<file path="config.mk">
export PLATFORM = sky130hd
export DESIGN_NAME = your_processor
export DESIGN_NICKNAME = d
export VERILOG_FILES = /design/src/rtl/rv32_pkg.sv /design/src/rtl/rv32_alu.sv /design/src/rtl/your_processor.sv
export SDC_FILE = /design/constraint.sdc
export NUM_CORES = 2
export LEC_CHECK = 0
export CORE_MARGIN = 1
export CORE_UTILIZATION = 52
export DETAILED_ROUTE_END_ITERATION = 10
export GPL_TIMING_DRIVEN = 0
export PLACE_DENSITY = 0.78
export SYNTH_ARGS = -nofsm -noshare
export SYNTH_HDL_FRONTEND = slang
export SYNTH_SLANG_ARGS = --single-unit
</file>
<file path="constraint.sdc">
create_clock -name clk -period 67.6 [get_ports clk]
set_input_delay 10.14 -clock clk [delete_from_list [all_inputs] [get_ports clk]]
set_output_delay 10.14 -clock clk [all_outputs]
set_load 0.03 [all_outputs]
</file>
<file path="src/rtl/rv32_pkg.sv">
// Shared opcode, funct3/funct7 constants and ALU operation encoding for the RV32I integer core.
package rv32_pkg;

  localparam logic [6:0] OPC_OP     = 7'b0110011;
  localparam logic [6:0] OPC_OP_IMM = 7'b0010011;
  localparam logic [6:0] OPC_LUI    = 7'b0110111;

  localparam logic [2:0] F3_ADD_SUB = 3'b000;
  localparam logic [2:0] F3_SLL     = 3'b001;
  localparam logic [2:0] F3_SLT     = 3'b010;
  localparam logic [2:0] F3_SLTU    = 3'b011;
  localparam logic [2:0] F3_XOR     = 3'b100;
  localparam logic [2:0] F3_SR      = 3'b101;
  localparam logic [2:0] F3_OR      = 3'b110;
  localparam logic [2:0] F3_AND     = 3'b111;

  localparam logic [6:0] F7_BASE = 7'b0000000;
  localparam logic [6:0] F7_ALT  = 7'b0100000;

  typedef enum logic [3:0] {
    ALU_ADD,
    ALU_SUB,
    ALU_SLL,
    ALU_SLT,
    ALU_SLTU,
    ALU_XOR,
    ALU_SRL,
    ALU_SRA,
    ALU_OR,
    ALU_AND,
    ALU_PASS_B
  } alu_op_e;

  // Operation selected by funct3 when funct7 (or imm[11:5]) is all zeros.
  function automatic alu_op_e base_op(input logic [2:0] funct3);
    case (funct3)
      F3_ADD_SUB: return ALU_ADD;
      F3_SLL:     return ALU_SLL;
      F3_SLT:     return ALU_SLT;
      F3_SLTU:    return ALU_SLTU;
      F3_XOR:     return ALU_XOR;
      F3_SR:      return ALU_SRL;
      F3_OR:      return ALU_OR;
      default:    return ALU_AND;
    endcase
  endfunction

endpackage

</file>
<file path="src/rtl/rv32_alu.sv">
// Combinational 32-bit integer ALU; shifts use the low five bits of b.
module rv32_alu
  import rv32_pkg::*;
(
  input  logic [31:0] a,
  input  logic [31:0] b,
  input  alu_op_e     op,
  output logic [31:0] result
);

  always_comb begin
    result = '0;
    case (op)
      ALU_ADD:    result = a + b;
      ALU_SUB:    result = a - b;
      ALU_SLL:    result = a << b[4:0];
      ALU_SLT:    result = {31'd0, $signed(a) < $signed(b)};
      ALU_SLTU:   result = {31'd0, a < b};
      ALU_XOR:    result = a ^ b;
      ALU_SRL:    result = a >> b[4:0];
      ALU_SRA:    result = $unsigned($signed(a) >>> b[4:0]);
      ALU_OR:     result = a | b;
      ALU_AND:    result = a & b;
      ALU_PASS_B: result = b;
      default:    result = '0;
    endcase
  end

endmodule

</file>
<file path="src/rtl/your_processor.sv">
// Single-cycle RV32I integer-ALU core: decode, register file and writeback around rv32_alu.
module your_processor
  import rv32_pkg::*;
(
  input  logic        clk,
  input  logic        reset,
  input  logic [31:0] instruction,
  output logic [31:0] data_out
);

  logic [31:0] regs [32];

  logic [6:0]  opcode;
  logic [4:0]  rd;
  logic [4:0]  rs1;
  logic [4:0]  rs2;
  logic [2:0]  funct3;
  logic [6:0]  funct7;
  logic [31:0] imm_i;
  logic [31:0] imm_u;
  logic [31:0] rs1_val;
  logic [31:0] rs2_val;
  logic [31:0] operand_a;
  logic [31:0] operand_b;
  logic [31:0] result;
  logic        valid;
  alu_op_e     op;

  assign opcode = instruction[6:0];
  assign rd     = instruction[11:7];
  assign funct3 = instruction[14:12];
  assign rs1    = instruction[19:15];
  assign rs2    = instruction[24:20];
  assign funct7 = instruction[31:25];
  assign imm_i  = {{20{instruction[31]}}, instruction[31:20]};
  assign imm_u  = {instruction[31:12], 12'h000};

  assign rs1_val = (rs1 == 5'd0) ? 32'd0 : regs[rs1];
  assign rs2_val = (rs2 == 5'd0) ? 32'd0 : regs[rs2];

  always_comb begin
    valid     = 1'b0;
    op        = ALU_ADD;
    operand_a = rs1_val;
    operand_b = rs2_val;
    case (opcode)
      OPC_OP: begin
        valid = 1'b1;
        if (funct7 == F7_BASE)
          op = base_op(funct3);
        else if (funct7 == F7_ALT && funct3 == F3_ADD_SUB)
          op = ALU_SUB;
        else if (funct7 == F7_ALT && funct3 == F3_SR)
          op = ALU_SRA;
        else
          valid = 1'b0;
      end
      OPC_OP_IMM: begin
        valid     = 1'b1;
        operand_b = imm_i;
        op        = base_op(funct3);
        // Only shift immediates constrain imm[11:5]; SRAI is the one alternate encoding.
        if (funct3 == F3_SLL)
          valid = (funct7 == F7_BASE);
        else if (funct3 == F3_SR) begin
          if (funct7 == F7_ALT)
            op = ALU_SRA;
          else if (funct7 != F7_BASE)
            valid = 1'b0;
        end
      end
      OPC_LUI: begin
        valid     = 1'b1;
        op        = ALU_PASS_B;
        operand_a = 32'd0;
        operand_b = imm_u;
      end
      default: valid = 1'b0;
    endcase
  end

  rv32_alu u_alu (
    .a      (operand_a),
    .b      (operand_b),
    .op     (op),
    .result (result)
  );

  always_ff @(posedge clk or posedge reset) begin
    if (reset) begin
      data_out <= '0;
      for (int i = 0; i < 32; i++)
        regs[i] <= '0;
    end else if (valid) begin
      data_out <= result;
      if (rd != 5'd0)
        regs[rd] <= result;
    end
  end

endmodule

</file>
==> impl_metrics.json, run 1 <==
{
  "yosysWarnings": 0,
  "synthMuxAreaShare_pct": 27.0,
  "ctsHoldBuffers": 0,
  "grt_pass1_vias": 72500,
  "synth_enable_flop_cells": 0,
  "error": "[ERROR GRT-0116] Global routing finished with congestion. Check the congestion regions in the DRC Viewer.",
  "synth_top_area_share_pct": 38.9,
  "syn_nets": 6622,
  "synth_top_area_cell": "dfrtp_1",
  "cts_made_buffers": 111,
  "synthFlopType": "dfrtp_1",
  "async_reset_ff_share_pct": 100,
  "post-place-ws_ps": 45920,
  "ys_types": 112,
  "synth-seq-cells": 1056,
  "dpl-instance-area_sq_um": 71800,
  "synthXorXnorAreaFrac_pct": 0.129,
  "die_y_um": 364,
  "ys_seq_area_share_pct": 38.9,
  "routabilityCongestion": 1.19,
  "ctsHtreeMaxLevel": 3,
  "post_cts_resized": 0,
  "cts_buffer_depth": 3,
  "start_util_pct": 52.5,
  "post_cts_buffers": 0,
  "netlist_instances": 6484,
  "ios": 66,
  "dp_hpwl_mm": 319,
  "grt_overflow": 6,
  "synthAdderAreaFrac_pct": 1.94,
  "grt_pass1_wl_mm": 659,
  "synth_compound_area_share_pct": 14.9,
  "grt.total_usage_pct": 73.3,
  "clock-root-buffer": "clkbuf_16",
  "fp-row-count": 132,
  "stop_stage": "5_1_grt",
  "netlist_area_sq_um": 68000,
  "outcome": "stopped before the end",
  "die_x_um": 364,
  "synth_top_family_by_area": "multiplexers",
  "yosys-top-cells-area": "dfrtp_1 (39%), mux4_2 (16%), mux2_2 (5.8%), nor2_1 (4.7%), mux2i_1 (4.0%)",
  "grt_max_degree": 130,
  "avgSynthCellArea_sq_um": 10.5,
  "clkSinkCount": 1056,
  "port_buffers": 58,
  "synthSimpleGateAreaFrac_pct": 11.7
}
-- synthesized netlist by cell type, types with 18 or more instances --
library cell / instances
dfrtp_1: 1056
nor2_1: 843
a21oi_1: 530
mux4_2: 476
clkbuf_1: 448
mux2_2: 352
nand2_1: 349
mux2i_1: 269
nor3_1: 205
a31oi_1: 186
o21ai_0: 156
nand3_1: 149
buf_2: 116
ha_1: 102
inv_1: 90
o211ai_1: 78
o22ai_1: 71
a211oi_1: 63
buf_1: 59
mux2_4: 57
and2_1: 45
a311oi_1: 43
o32ai_1: 40
buf_6: 37
a22oi_1: 34
a21o_1: 33
a221o_1: 33
nor4_1: 32
nor2b_1: 31
buf_4: 30
o21ai_1: 28
nand2b_1: 27
a211o_1: 26
o31ai_1: 25
o221ai_1: 22
nand4_1: 21
a221oi_1: 18
-- metrics by stage --
stage / hold WS (ps) / std cells
4_1_cts: 481 / 8533
3_5_place_dp: 467 / 8327
3_3_place_gp: 451 / 8284
2_1_floorplan: 438 / 6484
-- layer usage --
layer / GRT usage (%) / GRT overflow
met5: 40.6 / 0
met4: 69.1 / 4
met3: 58.7 / 1
met2: 89.2 / 1
met1: 73.8 / 0
-- kinds of logic after synthesis --
logic type               after synthesis
AO/OA/AOI/OAI                       1551
flip-flops                          1056
multiplexers                        1159
XOR/XNOR                              10
adder cells (fa/ha/maj)              104
AND/OR/NAND/NOR                     1800
buffers and inverters                804
==> inputs of run 2 (changes only) <==
--- a/config.mk
+++ b/config.mk
@@ -6,10 +6,10 @@
 export NUM_CORES = 2
 export LEC_CHECK = 0
 export CORE_MARGIN = 1
-export CORE_UTILIZATION = 52
+export CORE_UTILIZATION = 37
 export DETAILED_ROUTE_END_ITERATION = 10
 export GPL_TIMING_DRIVEN = 0
-export PLACE_DENSITY = 0.78
+export PLACE_DENSITY_LB_ADDON = 0.15
 export SYNTH_ARGS = -nofsm -noshare
 export SYNTH_HDL_FRONTEND = slang
 export SYNTH_SLANG_ARGS = --single-unit
==> impl_metrics.json, run 2 <==
{
  "dp_cells": 9046,
  "die_x_um": 431,
  "final_cell_mix": "dfrtp_1 (1056), nor2_1 (839), a21oi_1 (528)",
  "p_leak_nw": 33.4,
  "insertion_delay_ps": 860,
  "cts_buffer_depth": 3,
  "dp_hpwl_mm": 330,
  "drt-wirelength-per-cell_um": 49.1,
  "violations": "capacitance limit, slew limit",
  "crit_type": "input pin to flop",
  "synth-seq-cells": 1056,
  "initialDrtViolationCount": 12600,
  "ys_types": 112,
  "pwr-share-clk_pct": 42.1,
  "layout.cells.non_filler": 9338,
  "hp-class": "flop to flop",
  "start_util_pct": 37.4,
  "ctsHtreeMaxLevel": 3,
  "grt.total_usage_pct": 48.6,
  "synthFlopType": "dfrtp_1",
  "ys_seq_area_share_pct": 38.9,
  "synthTopCellsByCount": "dfrtp_1 (1056), nor2_1 (843), a21oi_1 (530)",
  "top_regs": "regs: 1024 flops, data_out: 32 flops",
  "grt_pass1_wl_mm": 598,
  "p_int_w": 0.00114,
  "largest_reg_flops": 1024,
  "cp-end-kind": "flop",
  "core_area_sq_um": 182000,
  "clock-root-buffer": "clkbuf_16",
  "num_vias": 68300,
  "setup_viol": 0,
  "routabilityCongestion": 1.17,
  "final_common_cell": "dfrtp_1",
  "regMostFlops": "regs",
  "async_reset_ff_share_pct": 100,
  "antenna_found_initial": 57,
  "drt-total-wl_mm": 459,
  "die_area_sq_um": 186000,
  "drt-vias-per-instance": 7.32,
  "drv_cap": 51,
  "grt_pass1_vias": 62400,
  "netlist_area_sq_um": 68000,
  "fin_nets": 6861,
  "combPwrFrac_pct": 19.5,
  "seqPwrFrac_pct": 38.4,
  "synth_enable_flop_cells": 0,
  "p_switching_w": 0.000570,
  "ir_drop_v": 0.0000224,
  "drc": 0,
  "grt_overflow": 0,
  "port_buffers": 58,
  "relSlewSlack_pct": -19.2,
  "setup_tns_ps": 0,
  "grt_max_degree": 126,
  "post_cts_resized": 0,
  "synth.most_common_cell": "dfrtp_1",
  "power.share.switching_pct": 33.3,
  "clkSinkCount": 1056,
  "ios": 66,
  "holdWs_ps": 486,
  "drv_slew": 524,
  "post-place-ws_ps": 45160,
  "netlist_instances": 6484,
  "finalCritPeriodShare_pct": 33.7,
  "max_freq_ghz": 0.0439,
  "tightest_slew_ps": 1790,
  "crit_fanout": 14,
  "die_y_um": 431,
  "yosysWarnings": 0,
  "outcome": "complete, but fails checks",
  "clock_skew_ps": 119,
  "areaGrowthSynthToFinish_pct": 13.9,
  "p_per_area_nw_per_um2": 22.1,
  "syn_nets": 6622,
  "yosys-top-cells-area": "dfrtp_1 (39%), mux4_2 (16%), mux2_2 (5.8%), nor2_1 (4.7%), mux2i_1 (4.0%)",
  "crit_required_ps": 68200,
  "cp.arrival_ps": 23380,
  "post_cts_buffers": 0,
  "cts.clk_slew.worst_paths_ps": 60,
  "setup_ws_ps": 44820,
  "period_needed_ps": 22780,
  "ant_nets": 0,
  "rsz0062_at_grt": "false",
  "synth_top_area_share_pct": 38.9,
  "fp-row-count": 156,
  "drive_above_1_share_pct": 22.9,
  "tritoncts": "built",
  "ctsHoldBuffers": 0,
  "synth_top_area_cell": "dfrtp_1",
  "cts_made_buffers": 120,
  "start_kind": "input pin",
  "hold_viol_final": 0,
  "avgSynthCellArea_sq_um": 10.5,
  "dr.pass1.iters": 9
}
==> run 2: cell counts after synthesis <==
Identical to the previous run, type by type.
==> run 2: final timing paths <==
path                                to  slack (ps)       startpoint  cells past startpoint
setup / recovery             regs[222]       44820  instruction[21]                     25
hold / removal             data_out[2]         490      data_out[2]                      2
setup reg to reg             regs[989]       57550        regs[324]                     22
hold reg to reg            data_out[2]         490      data_out[2]                      2
max in group asynchronous    regs[870]       55060            reset                      6
min in group asynchronous    regs[484]        9720            reset                      2
==> run 2: stage by stage <==
| stage | power, W | cell area [sq um] | utilization [%] |
|---|---|---|---|
| floorplan | 0.000825 | 68000 | - |
| global placement | 0.000970 | 71700 | 39.4 |
| detailed placement | 0.000976 | 73000 | 40.2 |
| CTS | 0.00168 | 77200 | 42.5 |
| global route | 0.00172 | 77300 | 42.5 |
| finish | 0.00171 | 77400 | 42.6 |
==> run 2: cell type report <==
class / count / area [sq um]
Antenna cell: 63 / 158
Timing Repair Buffer: 117 / 1640
Multi-Input combinational cell: 4624 / 38100
Sequential cell: 1056 / 26400
Clock buffer: 164 / 3420
Buffer: 699 / 3420
Fill cell: 17700 / 104000
Clock inverter: 61 / 769
Tap cell: 2449 / 3060
Inverter: 105 / 402
==> run 2: metal layers <==
layer | up-vias | part of all wire (%) | global-route usage (%) | wire length, um
met2 | 6546 | 38 | 63.3 | 175000
met1 | 34700 | 34 | 55.0 | 157000
met3 | 2133 | 16 | 28.8 | 74500
met5 | - | 0.30 | 4.89 | 1380
li1 | 24900 | - | - | -
met4 | 46 | 11 | 42.9 | 50900
==> run 2: worst max-delay path, cell delays in order <==
cell,delay [ps]
clkdlybuf4s50_1,680
clkbuf_1,900
buf_2,900
buf_1,930
clkbuf_1,370
clkbuf_2,900
clkbuf_1,1210
mux4_2,470
mux4_2,510
mux2i_1,600
o21ai_0,440
ha_1,530
nor3_1,380
nand2_1,100
a211oi_1,680
o211ai_1,190
a31oi_1,430
a221o_1,330
a211oi_1,190
a21o_1,220
o2bb2ai_1,290
and3_1,580
clkbuf_1,600
buf_2,530
a21oi_1,120
==> run 2: cells by family (layout without fill, tap and decap cells) <==
family	Yosys count	after routing	synth area share, %
simple gates	1800	1800	11.7
compound gates	1551	1551	14.9
mux	1159	1159	27.0
flops	1056	1056	38.9
buf+inv	804	1146	5.41
fa+ha+maj	104	104	1.94
xor+xnor	10	10	0.129
other cells	0	63	0
==> run 2: power by group through the flow <==
stage	clock network, W	registers (W)	logic, W
final	0.000720	0.000657	0.000335
after global routing	0.000736	0.000658	0.000330
after CTS	0.000712	0.000656	0.000308
after detailed placement	0	0.000668	0.000308
after global placement	0	0.000669	0.000300
after floorplan	0	0.000672	0.000153
(Power assumes the default switching activity.)
